`src/rtl/or_1bit_unit.sv`:
```
// Lane-wise OR gate with a registered result copy, a registered any-bit flag
// and a saturating count of cycles with a nonzero result.
module or_1bit_unit #(
  parameter int unsigned WIDTH = 1,
  parameter int unsigned CNT_W = 16
) (
  input  logic             clk,
  input  logic             rst,
  input  logic [WIDTH-1:0] a,
  input  logic [WIDTH-1:0] b,
  output logic [WIDTH-1:0] c,
  output logic [WIDTH-1:0] c_q,
  output logic             any_q,
  output logic [CNT_W-1:0] act_cnt,
  output logic             act_sat
);

  localparam logic [CNT_W-1:0] CNT_MAX = '1;

  logic [WIDTH-1:0] res_d, res_q;
  logic             any_d, any_r_q;
  logic [CNT_W-1:0] cnt_d, cnt_q;

  // Combinational OR; independent of clk and rst.
  assign c = a | b;

  // Next-state: capture the OR result and advance the counter until it saturates.
  always_comb begin
    res_d = a | b;
    any_d = |(a | b);
    cnt_d = cnt_q;
    if (any_d && (cnt_q != CNT_MAX)) begin
      cnt_d = cnt_q + CNT_W'(1);
    end
  end

  always_ff @(posedge clk) begin
    if (rst) begin
      res_q   <= '0;
      any_r_q <= 1'b0;
      cnt_q   <= '0;
    end else begin
      res_q   <= res_d;
      any_r_q <= any_d;
      cnt_q   <= cnt_d;
    end
  end

  assign c_q     = res_q;
  assign any_q   = any_r_q;
  assign act_cnt = cnt_q;
  assign act_sat = (cnt_q == CNT_MAX);

endmodule

```
`config.mk`:
```
export PLATFORM = sky130hd
export DESIGN_NAME = or_1bit_unit
export DESIGN_NICKNAME = d
export VERILOG_FILES = /design/src/rtl/or_1bit_unit.sv
export SDC_FILE = /design/constraint.sdc
export NUM_CORES = 1
export LEC_CHECK = 0
export ABC_AREA = 1
export BUFFER_PORTS_ARGS = -buffer_cell sky130_fd_sc_hd__buf_2
export CAP_MARGIN = 15
export CORE_MARGIN = 2
export CORE_UTILIZATION = 40
export DETAILED_ROUTE_END_ITERATION = 16
export SETUP_SLACK_MARGIN = 0.15
export SKIP_LAST_GASP = 1
export SYNTH_ARGS = -nofsm -noshare
export SYNTH_HDL_FRONTEND = slang
export SYNTH_SLANG_ARGS = --single-unit
```
`constraint.sdc`:
```
create_clock -name clk -period 1.8 [get_ports clk]
set_clock_uncertainty 0.15 [all_clocks]
set_input_delay 0.09 -clock clk [delete_from_list [all_inputs] [get_ports clk]]
set_output_delay 0.09 -clock clk [all_outputs]
set_load 0.005 [all_outputs]
```
==> impl_metrics.env, run 1 <==
export IMPL_status="complete, no violations"
export IMPL_root_buffer="clkbuf_4"
export IMPL_hold_path_class="input port to flip-flop"
export IMPL_routed_via_density=4.73
export IMPL_crit_required_ns=1.85
export IMPL_drive_gt1_frac=0.368
export IMPL_synth_seq_cells=17
export IMPL_clockPowerShare=0.312
export IMPL_crit_buf_inv=0
export IMPL_finalInstanceArea_mm2=0.00130
export IMPL_die_area_mm2=0.00312
export IMPL_vias=1017
export IMPL_grt_pass1_vias=852
export IMPL_syn2layout_area_growth_pct=20.6
export IMPL_slowest_stage="dfxtp_1"
export IMPL_wl_per_cell_um=10.6
export IMPL_powerDensity_mw_per_mm2=526
export IMPL_critPathLaunch="act_cnt[5]$_SDFFE_PP0P_"
export IMPL_crit_reg2reg_launch="act_cnt[5]$_SDFFE_PP0P_"
export IMPL_ir_drop_uv=470
export IMPL_overflow=0
export IMPL_setup_viol=0
export IMPL_hold_viol_final=0
export IMPL_die_x_um=55.9
export IMPL_cpPeakStageDelay_ns=0.40
export IMPL_clk_path_buf_depth=2
export IMPL_port_buffers=23
export IMPL_final_util=0.515
export IMPL_cts_sinks=17
export IMPL_tightest_slew_ns=0.489
export IMPL_core_mm2=0.00252
export IMPL_final_min_clock_period_ns=1.60
export IMPL_dr_pass1_iters=4
export IMPL_start_util=0.427
export IMPL_clock_latency_ns=0.29
export IMPL_first_iter_violations=19
export IMPL_ant_nets=0
export IMPL_yosysSeqAreaShare=0.316
export IMPL_combPwrFrac=0.111
export IMPL_startpoint_type="flip-flop"
export IMPL_rsz0062_at_grt="true"
export IMPL_hold_start="b"
export IMPL_max_slew_margin=0.674
export IMPL_avgSynthCellArea_um2=6.95
export IMPL_nets=191
export IMPL_grt_max_degree=21
export IMPL_multiInputGateArea_um2=659
export IMPL_crit_type="flip-flop to flip-flop"
export IMPL_ys_types=21
export IMPL_io_pins=24
export IMPL_synth_nets=160
export IMPL_worstSetupEndpointType="flip-flop"
export IMPL_intPower_mw=0.509
export IMPL_grt_util_all_layers=0.151
export IMPL_drv_slew=0
export IMPL_yosysWarningCount=0
export IMPL_antenna_cells=0
export IMPL_maxCapViolations=0
export IMPL_leakagePower_nw=0.583
export IMPL_htree_levels=1
export IMPL_numCtsBuffers=3
export IMPL_clk_pin_slew_ns=0.10
export IMPL_hpwl_um=1660
export IMPL_seq_power_share=0.577
export IMPL_grt_pass1_wl_um=3820
export IMPL_synth_cells=155
export IMPL_placed_area_mm2=0.00120
export IMPL_drcViolationCount=0
export IMPL_syn_area_mm2=0.00108
export IMPL_period_share=0.888
export IMPL_cp_arrival_ns=1.64
export IMPL_wl_um=2270
export IMPL_antenna_found_initial=0
export IMPL_fin_setup_tns_ns=0
export IMPL_critPathTopFamily="simple AND/OR/NAND/NOR gates"
export IMPL_worstPathCellList="nand2_1, nor2_4, nand4_4, a21oi_1, nor2_1"
export IMPL_max_freq_ghz=0.626
export IMPL_ff_latch_area_um2=352
export IMPL_switchingPower_mw=0.173
export IMPL_hold_worst_slack_ns=0.0880
export IMPL_die_h_um=55.9
export IMPL_rows=18
export IMPL_place_congestion=0.766
export IMPL_switching_share=0.254
export IMPL_path_max_fanout=20
export IMPL_fill_cells=261
export IMPL_cts_tree="built"
[metrics by stage]
stage,setup slack (ns),total power [mW],cells
detailed placement,0.0996,0.466,206
CTS,0.154,0.688,215
global placement,0.160,0.465,206
finish,0.202,0.683,215
floorplan,0.275,0.445,155
global route,0.0718,0.716,215
[registers in the layout, indices dropped and copies added (netlist names)]
name / count
act_cnt: 16
any_q: 1
[layout make-up]
type / count / area share
sequential: 17 / 0.271
tap: 30 / 0.0289
timing repair buffer: 30 / 0.135
clock buffer: 4 / 0.0202
inverter: 13 / 0.0376
multi-input combinational: 121 / 0.508
[power groups by stage]
stage | registers [mW] | clock network [mW] | logic [mW]
6_report | 0.394 | 0.213 | 0.0758
5_1_grt | 0.396 | 0.233 | 0.0867
4_1_cts | 0.393 | 0.220 | 0.0757
3_5_place_dp | 0.401 | 0 | 0.0648
3_3_place_gp | 0.401 | 0 | 0.0636
2_1_floorplan | 0.403 | 0 | 0.0417
[cell usage after synthesis (all sizes together)]
library cell / count / area, um2
buf: 4 / 41.3
ha: 1 / 12.5
nand3: 15 / 105
nand4: 1 / 21.3
nand2: 44 / 188
o21ai: 2 / 10.0
dfxtp: 17 / 340
and2: 1 / 6.26
inv: 13 / 48.8
a21oi: 11 / 55.1
nor2: 45 / 243
or2: 1 / 6.26
[placed cells by master, fill, tap and decap left out]
cell           instances
ha_4                   1
dfxtp_1                8
and2_1                 1
inv_2                  1
o21ai_1                1
o21ai_0                1
buf_4                  4
buf_2                 23
inv_1                 12
nor2_1                33
nand3_2                6
or2_2                  1
dfxtp_2                9
nor2_4                 6
nand2_4                1
clkbuf_1               1
a21oi_1               11
nand4_4                1
nor2_2                 5
dlygate4sd3_1          3
nand3_1                9
nand2_1               37
clkbuf_4               3
nand2_2                6
nor2_8                 1
[final timing paths]
| kind | cells after the start | slack (ns) | to |
|---|---|---|---|
| hold reg to reg | 2 | 0.36 | act_cnt[12]$_SDFFE_PP0P_ |
| setup reg to reg | 5 | 0.20 | act_cnt[15]$_SDFFE_PP0P_ |
| setup / recovery | 5 | 0.20 | act_cnt[15]$_SDFFE_PP0P_ |
| hold / removal | 6 | 0.09 | act_cnt[1]$_SDFFE_PP0P_ |
[timing repair]
item	4_1_cts	5_1_grt
setup endpoints to repair	11	15
hold endpoints to repair	2	0
setup buffers	2	0
hold buffers	3	0
pin swaps	3	1
gates resized for setup	3	8
[kinds of logic (layout without fill, tap and decap cells)]
logic type / Yosys count / count (layout) / share of synthesized area
and+or+nand+nor: 107 / 107 / 0.528
DFF: 17 / 17 / 0.316
buffers and inverters: 17 / 47 / 0.0836
AOI/OAI and AO/OA: 13 / 13 / 0.0604
adders and majority gates: 1 / 1 / 0.0116
[tightest hold or removal path, stage by stage]
cell and delay, ns:
buf_2 0.10, nor2_4 0.06, nor2_4 0.12, nand2_1 0.06, nand2_1 0.05, nor2_1 0.03
[per-layer routing]
metal | share of wire | vias up | global-route usage | wire length, um
met2 | 0.43 | 24 | 0.241 | 984
met1 | 0.51 | 449 | 0.204 | 1150
met3 | 0.052 | 2 | 0.0488 | 118
li1 | - | 542 | - | -
met5 | 0 | - | 0 | 0
met4 | 0.0066 | 0 | 0.0204 | 15
Note: power is estimated with default switching activity, not from simulation.
==> run 2, diff against run 1 <==
Settings changed: ABC_AREA 1 to unset.
==> impl_metrics.env, run 2 <==
export IMPL_status="finished with violations"
export IMPL_violations="negative setup slack"
export IMPL_startpoint_type="flip-flop"
export IMPL_clk_pin_slew_ns=0.11
export IMPL_numCtsBuffers=3
export IMPL_fin_setup_tns_ns=-0.101
export IMPL_cts_hold_fix_buffers=0
export IMPL_htree_levels=1
export IMPL_slowest_stage="or4_4"
export IMPL_synth_top_cells_by_count="dfxtp_1, a21oi_1"
export IMPL_hold_viol_final=0
export IMPL_io_pins=24
export IMPL_finalPower_mw=0.679
export IMPL_vias=974
export IMPL_placed_area_mm2=0.00120
export IMPL_worstSetupEndpointType="flip-flop"
export IMPL_grt_max_degree=19
export IMPL_wl_um=2360
export IMPL_synth_edff_count=0
export IMPL_crit_required_ns=1.87
export IMPL_core_mm2=0.00198
export IMPL_clk_path_buf_depth=2
export IMPL_final_min_clock_period_ns=1.84
export IMPL_port_buffers=23
export IMPL_crit_buf_inv=2
export IMPL_yosysSeqAreaShare=0.400
export IMPL_ys_top_cells_by_area="dfxtp_1, a21oi_1, or3_1"
export IMPL_ys_types=31
export IMPL_cpPeakStageDelay_ns=0.51
export IMPL_die_x_um=50.1
export IMPL_cts_sinks=17
export IMPL_crit_type="flip-flop to flip-flop"
export IMPL_path_max_fanout=4
export IMPL_crit_path_frequent_cell="buf_4"
export IMPL_fill_cells=161
export IMPL_dp_cells=168
export IMPL_drive_gt1_frac=0.580
export IMPL_synth_nets=105
export IMPL_nets=156
export IMPL_first_iter_violations=23
export IMPL_synth_cells=100
export IMPL_cp_arrival_ns=1.91
export IMPL_leakagePower_nw=0.562
export IMPL_drcViolationCount=0
export IMPL_maxCapViolations=0
export IMPL_die_h_um=50.1
export IMPL_worstPathCellList="ha_4, nand4_1, buf_4, nor4_2, buf_4, or4_4, a21oi_2"
export IMPL_drv_slew=0
export IMPL_cts_tree="built"
export IMPL_die_area_mm2=0.00251
export IMPL_syn_area_um2=851
export IMPL_setup_ws_ns=-0.0378
export IMPL_synth_most_common_cell="dfxtp_1"
export IMPL_root_buffer="clkbuf_4"
export IMPL_rrSetupSlack_ns=-0.04
export IMPL_yosysTopAreaCell="dfxtp_1"
export IMPL_avgSynthCellArea_um2=8.51
export IMPL_max_freq_ghz=0.544
export IMPL_ir_drop_uv=455
export IMPL_grt_pass1_vias=908
export IMPL_overflow=0
export IMPL_place_ws_ns=-0.0441
export IMPL_antenna_found_initial=0
export IMPL_place_congestion=0.841
export IMPL_grt_util_all_layers=0.199
export IMPL_powerDensity_mw_per_mm2=496
export IMPL_ant_nets=0
export IMPL_final_cell_mix="buf_2, buf_4, a21oi_1"
export IMPL_dr_pass1_iters=4
export IMPL_routed_via_density=5.50
export IMPL_final_common_cell="buf_2"
export IMPL_rows=16
export IMPL_hold_path_class="input port to flip-flop"
export IMPL_grt_pass1_wl_um=3890
export IMPL_stdcell_count=177
export IMPL_period_share=1.02
export IMPL_synth_seq_cells=17
export IMPL_ys_flop_type="dfxtp_1"
export IMPL_yosys_area_top_type_share=0.400
export IMPL_antenna_cells=0
export IMPL_start_util=0.429
export IMPL_hpwl_um=1680
export IMPL_yosysWarningCount=0
export IMPL_rsz0062_at_grt="true"
export IMPL_critPathTopFamily="simple AND/OR/NAND/NOR gates"
export IMPL_tightest_slew_ns=0.468
export IMPL_finalInstanceArea_mm2=0.00137
export IMPL_wl_per_cell_um=13.3
export IMPL_ys_async_sr_fraction=0
export IMPL_setup_viol=4
export IMPL_max_slew_margin=0.685
export IMPL_syn2layout_area_growth_pct=60.9
export IMPL_largest_reg_flops=16
export IMPL_clock_latency_ns=0.29
[run 2: cell count changes after synthesis, sizes merged, moves of 7 or more]
cell   previous run  this run
nor2             45         6
nand2            44         6
inv              13         1
nand3            15         3
o21ai             2         9
or3               0         7
[run 2: power breakdown]
group / switching (mW) / internal (mW) / leakage (nW)
logic: 0.0354 / 0.0437 / 0.403
clock network: 0.124 / 0.0860 / 0.0150
registers: 0.00820 / 0.382 / 0.144
total: 0.167 / 0.512 / 0.562
[run 2: final cells by class]
type | count | area (um2) | share of cell area
multi-input combinational | 78 | 604 | 0.442
sequential | 17 | 364 | 0.266
timing repair buffer | 50 | 337 | 0.246
tap | 27 | 33.8 | 0.0247
clock buffer | 4 | 26.3 | 0.0192
inverter | 1 | 3.75 | 0.00274
[run 2: kinds of logic (layout without fill, tap and decap cells)]
family                   Yosys count  after routing  synth area share
buffers and inverters              5             55            0.0265
AND/OR/NAND/NOR                   48             48             0.331
flip-flops                        17             17             0.400
multiplexers                       3              3            0.0368
adder cells (fa/ha/maj)            1              1            0.0147
AO/OA/AOI/OAI                     25             25             0.181
XOR/XNOR                           1              1            0.0103
[run 2: final timing paths]
path | depth (start not counted) | to | startpoint
min | 2 | act_cnt[0]$_SDFFE_PP0P_ | rst
max | 7 | act_cnt[7]$_SDFFE_PP0P_ | act_cnt[0]$_SDFFE_PP0P_
min reg2reg | 1 | act_cnt[4]$_SDFFE_PP0P_ | act_cnt[4]$_SDFFE_PP0P_
max reg2reg | 7 | act_cnt[7]$_SDFFE_PP0P_ | act_cnt[0]$_SDFFE_PP0P_
[run 2: per-stage QoR]
| step | hold WS, ns | util |
|---|---|---|
| 2_1_floorplan | 0.147 | - |
| 3_3_place_gp | 0.318 | 0.606 |
| 3_5_place_dp | 0.317 | 0.606 |
| 4_1_cts | 0.0248 | 0.647 |
| 5_1_grt | 0.0574 | 0.691 |
| 6_report | 0.0323 | 0.691 |
[run 2: timing repair]
action,CTS,global route
hold endpoints to repair,0,0
buffers inserted,3,2
resized for setup,7,15
pin swaps,11,8
setup endpoints to repair,16,17
cloned,0,0
[run 2: per-layer routing]
layer / vias up / track usage / wire length [um]
li1: 483 / - / -
met1: 473 / 0.239 / 1040
met2: 18 / 0.349 / 1240
met3: 0 / 0.0424 / 87
met4: 0 / 0.0602 / 0
met5: - / 0 / 0
==> run 3, diff against run 2 <==
Settings changed: CORE_ASPECT_RATIO set to 0.9.
==> impl_metrics.env, run 3 (synthesis gave the netlist of run 2 again) <==
export IMPL_nets=157
export IMPL_path_max_fanout=6
export IMPL_powerDensity_mw_per_mm2=481
export IMPL_dp_cells=163
export IMPL_core_mm2=0.00197
export IMPL_place_congestion=0.832
export IMPL_clock_latency_ns=0.29
export IMPL_final_min_clock_period_ns=1.94
export IMPL_hold_start="rst"
export IMPL_maxCapViolations=0
export IMPL_period_share=1.08
export IMPL_root_buffer="clkbuf_4"
export IMPL_cp_arrival_ns=1.98
export IMPL_port_buffers=23
export IMPL_cts_hold_fix_buffers=0
export IMPL_io_pins=24
export IMPL_cts_tree="built"
export IMPL_cts_sinks=17
export IMPL_die_x_um=52.6
export IMPL_syn2layout_area_growth_pct=62.9
export IMPL_clk_pin_slew_ns=0.10
export IMPL_fin_setup_tns_ns=-0.727
export IMPL_ir_drop_uv=500
export IMPL_die_h_um=47.8
export IMPL_worstSetupEndpointType="flip-flop"
export IMPL_finalInstanceArea_mm2=0.00139
export IMPL_startpoint_type="flip-flop"
export IMPL_routed_via_density=5.80
export IMPL_start_util=0.432
export IMPL_final_common_cell="buf_4"
export IMPL_final_util=0.703
export IMPL_numCtsBuffers=3
export IMPL_grt_pass1_wl_um=4070
export IMPL_grt_pass1_vias=876
export IMPL_max_slew_margin=0.625
export IMPL_clk_path_buf_depth=2
export IMPL_setup_viol=9
export IMPL_critPathLaunch="act_cnt[0]$_SDFFE_PP0P_"
export IMPL_tightest_slew_ns=0.559
export IMPL_hpwl_um=1670
export IMPL_setup_ws_ns=-0.136
export IMPL_final_cell_mix="buf_4, buf_2"
export IMPL_grt_util_all_layers=0.227
export IMPL_vias=1021
export IMPL_max_freq_ghz=0.517
export IMPL_grt_max_degree=19
export IMPL_wl_per_cell_um=15.6
export IMPL_crit_required_ns=1.84
export IMPL_hold_worst_slack_ns=0.0459
export IMPL_htree_levels=1
export IMPL_fill_cells=161
export IMPL_placed_area_mm2=0.00118
export IMPL_hold_path_class="input port to flip-flop"
export IMPL_hold_viol_final=0
export IMPL_drv_slew=0
export IMPL_antenna_found_initial=0
export IMPL_antenna_cells=0
export IMPL_crit_reg2reg_launch="act_cnt[0]$_SDFFE_PP0P_"
export IMPL_stdcell_count=176
export IMPL_violations="negative setup slack"
export IMPL_leakagePower_nw=0.594
export IMPL_first_iter_violations=41
export IMPL_wl_um=2750
export IMPL_die_area_mm2=0.00251
export IMPL_dr_pass1_iters=4
export IMPL_largest_reg_flops=16
export IMPL_status="finished with violations"
export IMPL_rows=15
export IMPL_ant_nets=0
export IMPL_drive_gt1_frac=0.616
export IMPL_rsz0062_at_grt="true"
export IMPL_drcViolationCount=0
export IMPL_overflow=0
export IMPL_crit_type="flip-flop to flip-flop"
## run 3: worst paths after layout
path,end,cells past startpoint,slack [ns]
worst max-delay path,act_cnt[10]$_SDFFE_PP0P_,6,-0.14
worst min-delay path,act_cnt[1]$_SDFFE_PP0P_,2,0.05
worst max register to register,act_cnt[10]$_SDFFE_PP0P_,6,-0.14
worst min register to register,act_cnt[4]$_SDFFE_PP0P_,1,0.35
## run 3: layer usage
metal,vias up,global-route usage,wire [um]
li1,485,-,-
met1,493,0.289,1220
met2,41,0.380,1360
met3,2,0.0750,151
met4,0,0.0564,10
met5,-,0,0
## run 3: area by class of cell
cell class,count,area (um2),share of cell area
repair buffers,51,325,0.235
well taps,25,31.3,0.0226
flip-flops and latches,17,367,0.264
inverters,1,3.75,0.00271
clock buffers,4,26.3,0.0190
multi-input cells,78,633,0.457
## run 3: power breakdown
part | internal [mW] | total (mW) | switching (mW)
clock | 0.0862 | 0.208 | 0.121
combinational | 0.0353 | 0.0708 | 0.0355
sequential | 0.381 | 0.389 | 0.00765
total | 0.502 | 0.667 | 0.164
## run 3: stage by stage
step | power, mW | worst slack, ns
after floorplan | 0.431 | -0.0350
after global placement | 0.462 | -0.00500
after detailed placement | 0.463 | -0.0368
after CTS | 0.669 | -0.0898
after global routing | 0.704 | -0.213
final | 0.667 | -0.136
## run 3: critical path, stage by stage, from the launching register on
cell	delay (ns)
dfxtp_4	0.37
ha_4	0.13
nand4_1	0.17
buf_4	0.20
or2_4	0.26
nor4b_4	0.23
mux2_4	0.32
## run 3: timing repair
action,in CTS,in global routing
resized for setup,9,15
setup endpoints to repair,16,17
setup buffers,6,3
pin swaps,15,7
